`config.mk`:
```
export PLATFORM = sky130hd
export DESIGN_NAME = timer_io
export DESIGN_NICKNAME = d
export VERILOG_FILES = /design/src/rtl/timer_io.sv
export SDC_FILE = /design/constraint.sdc
export NUM_CORES = 1
export LEC_CHECK = 0
export BUFFER_PORTS_ARGS = -buffer_cell sky130_fd_sc_hd__buf_4
export CORE_ASPECT_RATIO = 0.8
export CORE_MARGIN = 2
export CORE_UTILIZATION = 53
export DETAILED_ROUTE_END_ITERATION = 10
export GPL_TIMING_DRIVEN = 0
export HOLD_SLACK_MARGIN = 0.03
export PLACE_DENSITY = 0.85
export RECOVER_POWER = 100
export SKIP_CTS_REPAIR_TIMING = 1
export SLEW_MARGIN = 20
export SYNTH_ARGS = -nofsm -noshare
export SYNTH_HDL_FRONTEND = slang
export SYNTH_SLANG_ARGS = --single-unit
export TNS_END_PERCENT = 50
```
`constraint.sdc`:
```
create_clock -name Clock -period 2.24 [get_ports Clock]
set_input_delay 0 -clock Clock [delete_from_list [all_inputs] [get_ports Clock]]
set_output_delay 0 -clock Clock [all_outputs]
set_load 0.01 [all_outputs]
```
`src/rtl/timer_io.sv`:
```
// timer_io: memory-mapped countdown timer for the processor bus.
// Register map (A): 0 LOAD/COUNT, 1 CTRL {auto,en}, 2 STATUS {done}, 3 reserved.
// A prescaler divides Clock by CLK_DIV into ticks; each tick decrements the
// count. Expiry sets a sticky done flag that software clears via STATUS.
// Read data is registered, so Q is valid one cycle after the request.
module timer_io #(
  parameter int CLK_DIV = 50000,
  parameter int PW      = 16
) (
  input  logic        Clock,
  input  logic        Resetn,
  input  logic        cs,
  input  logic        W,
  input  logic [1:0]  A,
  input  logic [15:0] D,
  output logic [15:0] Q,
  output logic        Done
);

  // Decoded bus request for one edge.
  typedef struct packed {
    logic wr_load;
    logic wr_ctrl;
    logic wr_stat;
    logic rd;
  } bus_req_t;

  localparam logic [PW-1:0] PMAX = PW'(CLK_DIV - 1);

  bus_req_t      req;
  logic [15:0]   load;
  logic [15:0]   count;
  logic [PW-1:0] pcount;
  logic          en;
  logic          auto;
  logic          done;
  logic          tick;
  logic          restart;
  logic          expire;
  logic [15:0]   rdata;

  // Bus decode: writes and reads only act while selected.
  always_comb begin
    req         = '0;
    req.wr_load = cs & W & (A == 2'd0);
    req.wr_ctrl = cs & W & (A == 2'd1);
    req.wr_stat = cs & W & (A == 2'd2);
    req.rd      = cs & ~W;
  end

  // Tick/expiry qualification. A LOAD write on the same edge swallows the
  // tick entirely: no decrement, no done set, no auto-disable.
  always_comb begin
    tick    = en & (pcount == PMAX);
    restart = req.wr_ctrl & D[0] & ~en;
    expire  = tick & ~req.wr_load & (count <= 16'd1);
  end

  // Prescaler: free-runs while enabled, re-phased by LOAD or a fresh enable.
  always_ff @(posedge Clock or negedge Resetn) begin
    if (!Resetn)                   pcount <= '0;
    else if (req.wr_load | restart) pcount <= '0;
    else if (en)                   pcount <= tick ? '0 : pcount + 1'b1;
  end

  // Reload value, written only through LOAD.
  always_ff @(posedge Clock or negedge Resetn) begin
    if (!Resetn)          load <= '0;
    else if (req.wr_load) load <= D;
  end

  // Countdown: LOAD wins over a tick; never wraps below zero.
  always_ff @(posedge Clock or negedge Resetn) begin
    if (!Resetn)          count <= '0;
    else if (req.wr_load) count <= D;
    else if (tick) begin
      if (count > 16'd1) count <= count - 16'd1;
      else if (auto)     count <= load;
      else               count <= '0;
    end
  end

  // Enable: a CTRL write always has the final say; otherwise a one-shot
  // expiry stops the timer.
  always_ff @(posedge Clock or negedge Resetn) begin
    if (!Resetn)                 en <= 1'b0;
    else if (req.wr_ctrl)        en <= D[0];
    else if (expire & ~auto)     en <= 1'b0;
  end

  // Auto-reload mode bit.
  always_ff @(posedge Clock or negedge Resetn) begin
    if (!Resetn)          auto <= 1'b0;
    else if (req.wr_ctrl) auto <= D[1];
  end

  // Sticky done: a setting expiry beats a simultaneous STATUS clear.
  always_ff @(posedge Clock or negedge Resetn) begin
    if (!Resetn)          done <= 1'b0;
    else if (expire)      done <= 1'b1;
    else if (req.wr_stat) done <= 1'b0;
  end

  // Read mux from pre-edge state.
  always_comb begin
    rdata = '0;
    case (A)
      2'd0:    rdata = count;
      2'd1:    rdata = {14'b0, auto, en};
      2'd2:    rdata = {15'b0, done};
      default: rdata = '0;
    endcase
  end

  // Registered read data; holds when no read is requested.
  always_ff @(posedge Clock or negedge Resetn) begin
    if (!Resetn)     Q <= '0;
    else if (req.rd) Q <= rdata;
  end

  assign Done = done;

endmodule

```
== Word level (Yosys, flattened, before mapping) ==
Cells that the tools add are included.
Widths: inputs -> output; s select.
Storage, ports and cells
  register bits: 67
  input bits: 22
  output and inout port bits: 17
  word-level logic and storage cells: 47
Cells by class
  add/subtract/negate cells: 2
  order comparisons: 2
  eq/ne operators: 3
  muxes and demuxes: 12
  bitwise operators: 16
  reduce and logical (&&, ||, !) cells: 5
Operator list (count)
  $mux 16: 7
  $pmux 16 s3: 1
  $add 16x1->16 const B: 1
  $eq 16x16->1 const B: 1
  $gt 16x1->1 const B: 1
  $le 16x1->1 const B: 1
  $sub 16x1->16 const B: 1
  $and 1x1->1: 11
  $reduce_bool 2->1: 4
  $mux 1: 4
  $not 1->1: 4
  $eq 2x1->1 const B: 1
  $eq 2x2->1 const B: 1
  $logic_not 2->1: 1
  $or 1x1->1: 1

== Depth between registers and ports, before layout ==
  depth after elaboration: 8
  depth in mapped cells: 9
  mapped depth without buffers: 7

== Least setup slack after synthesis ==
OpenSTA, ideal clock, no wires.
  path type: register to register
  from: reg count[9]
  to: reg count[13]
  library setup time: 0.126 ns
  arrival time: 2.027 ns
  required time: 2.114 ns
  path slack: 0.087 ns
  stages on the path, launching flop included: 7
  buffers on the path: 1
  clock period less this slack: 2.153 ns
  path through: dfrtp_1 buf_6 or3_1 or4_4 o21ai_4 o21ai_2 a221o_1
On the way
  longest elaborated chain between the ends: 4
  elaborated cells between the ends (all ways): 5
  those cells by class: add/sub (1); order compare (1); mux (3)
Ends and longest elaborated chain
  start: declaration: line 32  | logic [15:0] count;
  start signal: assignment: line 77  | if (count > 16'd1) count <= count - 16'd1;
  start signal: assignment: line 78  | else if (auto) count <= load;
  $sub 16x1->16 / $gt 16x1->1 (equally long branches): line 77
  $mux 16 (*): line 77
  $mux 16 (*): line 76  | else if (tick) begin
  $mux 16 (*): line 75  | else if (req.wr_load) count <= D;
Every way passes the cells marked *; elsewhere a longest branch is shown, timed or not. The select of a mux whose other input is x is not followed.
A chain may end at the register's enable or synchronous reset.

== Worst setup path in the final report ==
  from: reg count[11]
  to: reg count[8]
On the way
  longest elaborated chain between the ends: 4
Ends and longest elaborated chain (line)
  $gt 16x1->1: 77
  $mux 16: 77
  $mux 16: 76
  $mux 16: 75
No other way between the ends. The select of a mux whose other input is x is not followed.

==> results.toml <==
[sta]
slew_viol_final = 68
period_needed_ps = 2300
setup_viol_count_final = 8
fin_crit_sh = 1.03
rsz0062_at_grt = "true"
hold_viol_final = 0
fmax_mhz = 435
worstMarginPinSlew_ps = 1640
worst_slew_margin_rel = -0.0933
finalSetupTns_ps = -171
skew_ps = 12.3
setup_slack_ps = -60.5

[route]
first_pass_iters = 6
drt_wl_total_um = 11200
antenna_left = 0
drc_errors = 0
num_vias = 3621
drt_iter0_markers = 483
wire_per_inst_um = 20.2
vias_per_cell = 6.52

[power]
power_density_nw_per_um2 = 825
ir_worst_vdd_v = 0.000623
leakage_uw = 0.00202

[synthesis]
synth.distinct_cells = 66
synth.net_count = 399
synth_edf_count = 0
synth-seq-cells = 67
syn-cell-area_sq_um = 3560
yosys_most_used_dff = "dfrtp_1"
syn_inst = 374
async_reset_ff_frac = 1.00
yosysWarnings = 0
ys_seq_area_frac = 0.471
synth_area_per_cell_sq_um = 9.52

[critical_path]
r2r-start = "count[11]"
crit_arrival_ps = 2530
path_class = "flop to flop"
r2r_slack_ps = -60
worst-r2r-cell-count = 7
cp_max_fo = 5
cp.required_ps = 2470
crit_path_start_kind = "flop"
r2r-end = "count[8]"
crit_path_end_kind = "flop"

[clocking]
cts-buffers-inserted = 9
clk_pin_slew_ps = 80
cts_max_level = 3
cts_sinks = 67
clk_latency_ps = 350
cts_tree = "yes"
clock_path_buffers = 2
clockRootBuffer = "clkbuf_8"

[layout]
layout-drive-gt1-share = 0.225
fin_nets = 491
syn_to_final_growth_pct = 30.4
fillCellCount = 445
diodes = 0
post-route-util = 0.721

[placed_design]
place_hpwl_um = 6660
place_congestion = 0.991
portBuffers = 37

[job]
maxCapViolations = 1

[outcome]
status = "finished with violations"
violations = "max-capacitance violations, max-slew violations, negative setup slack"

[hold_path]
min_path_cells = 3
min_from = "A[1]"
min_to = "Q[0]"
hold_class = "input port to flop"

[global_route]
grt_pass1_wl_um = 15900
grt_antenna_before_repair = 0
grt_usage = 0.281
grt-ovfl-total = 0
grt_pass1_vias = 3148
grt_max_degree = 68

[die]
core_sq_um = 6440
pin_count = 39
fp.dieW_um = 95.7
placementRows = 26
die_h_um = 77.3
initial_core_util = 0.553
die_area_sq_um = 7400
==> critical path, cell delays in order (launching register included) <==
cell      delay (ps)
dfrtp_1          380
buf_6            130
or3_4            410
or4_4            570
o21ai_4          280
buf_4            160
o221ai_1         120
o21a_1           140
==> worst max path at each step <==
stage | startpoint | end | depth (start not counted)
floorplan | count[9] | count[13] | 6
global placement | pcount[0] | pcount[11] | 8
detailed placement | pcount[0] | pcount[8] | 8
CTS | pcount[0] | pcount[8] | 8
global route | count[11] | count[8] | 7
finish | count[11] | count[8] | 7
==> cell usage in the layout, fill, tap and decap left out, types with 5 or more instances in the layout <==
cell type      instances
nand2_1               65
dfrtp_1               59
buf_4                 41
clkbuf_1              34
nor2_1                28
dlygate4sd3_1         19
a22o_1                16
nand4_1               14
a21oi_1               13
nor3_1                12
xor2_1                11
o21ai_0                9
clkbuf_8               9
o21ai_1                8
dfrtp_2                8
a31oi_1                6
nand3_1                6
o2bb2ai_1              6
and2_1                 5
==> through the flow <==
stage               total power [uW]  area, sq um  hold slack, ps  instances  worst slack [ps]
CTS                             3600         4190            -226        511              -339
detailed placement              2370         3950             154        495              -297
finish                          3830         4640            51.2        555             -60.5
global placement                2340         3950             145        495              -236
floorplan                       2070         3560            -296        374              86.6
global route                    3980         4640            49.5        555             -72.3
==> power breakdown <==
part | switching [uW] | internal [uW] | total (uW)
Combinational | 518 | 417 | 935
Clock | 489 | 741 | 1230
Sequential | 262 | 1400 | 1660
==> cell usage after synthesis (2+ instances only) <==
library cell	instances	area (sq um)
nand2b_1	3	18.8
a31oi_1	6	37.5
o21ai_1	3	15.0
nor4_4	2	42.5
o31ai_1	2	15.0
a221o_1	3	30.0
nor2_1	29	109
a2111oi_0	2	17.5
nand4_1	14	87.6
mux2i_1	2	20.0
xor2_1	11	96.3
a211oi_1	3	22.5
or4_4	2	22.5
ha_1	3	37.5
o21ai_0	15	75.1
dfrtp_1	67	1680
nor4_1	5	31.3
nand2_1	65	244
or4b_4	2	27.5
inv_1	5	18.8
a21oi_1	13	65.1
buf_2	2	10.0
a311oi_1	2	17.5
o2bb2ai_1	7	61.3
o221ai_1	2	17.5
nor3_1	13	65.1
o22ai_1	2	12.5
buf_4	3	22.5
or3_1	4	25.0
a22o_1	16	140
a221oi_1	2	17.5
and2_1	6	37.5
buf_6	3	33.8
a32oi_1	3	26.3
clkbuf_1	14	52.6
nand3_1	6	30.0
xnor2_1	3	26.3
==> registers in the layout, indices dropped and copies added, names as in the netlist <==
name	flops
en	1
count	16
auto	1
Done	1
load	16
pcount	16
Q	16
==> final cells by class <==
type                            instances  area, sq um  area share
Sequential cell                        67         1690       0.363
Tap cell                               84          105      0.0226
Inverter                                5         18.8     0.00404
Buffer                                 21          124      0.0267
Timing Repair Buffer                   83          626       0.135
Clock inverter                          6          114      0.0245
Multi-Input combinational cell        279         1840       0.397
Clock buffer                           10          128      0.0275
==> layer usage <==
layer / wire length, um / GRT usage
met1: 4600 / 0.420
met2: 4980 / 0.395
met3: 1380 / 0.0835
met4: 258 / 0.0771
met5: 0 / 0
==> logic make-up after synthesis <==
group	after synthesis	synth area share
multiplexers	3	0.00878
XOR/XNOR	14	0.0344
flip-flops	67	0.471
adder cells (fa/ha/maj)	3	0.0105
buffers and inverters	28	0.0397
AO/OA/AOI/OAI	95	0.197
AND/OR/NAND/NOR	164	0.239
No activity file was read; power rests on OpenSTA's default activity.
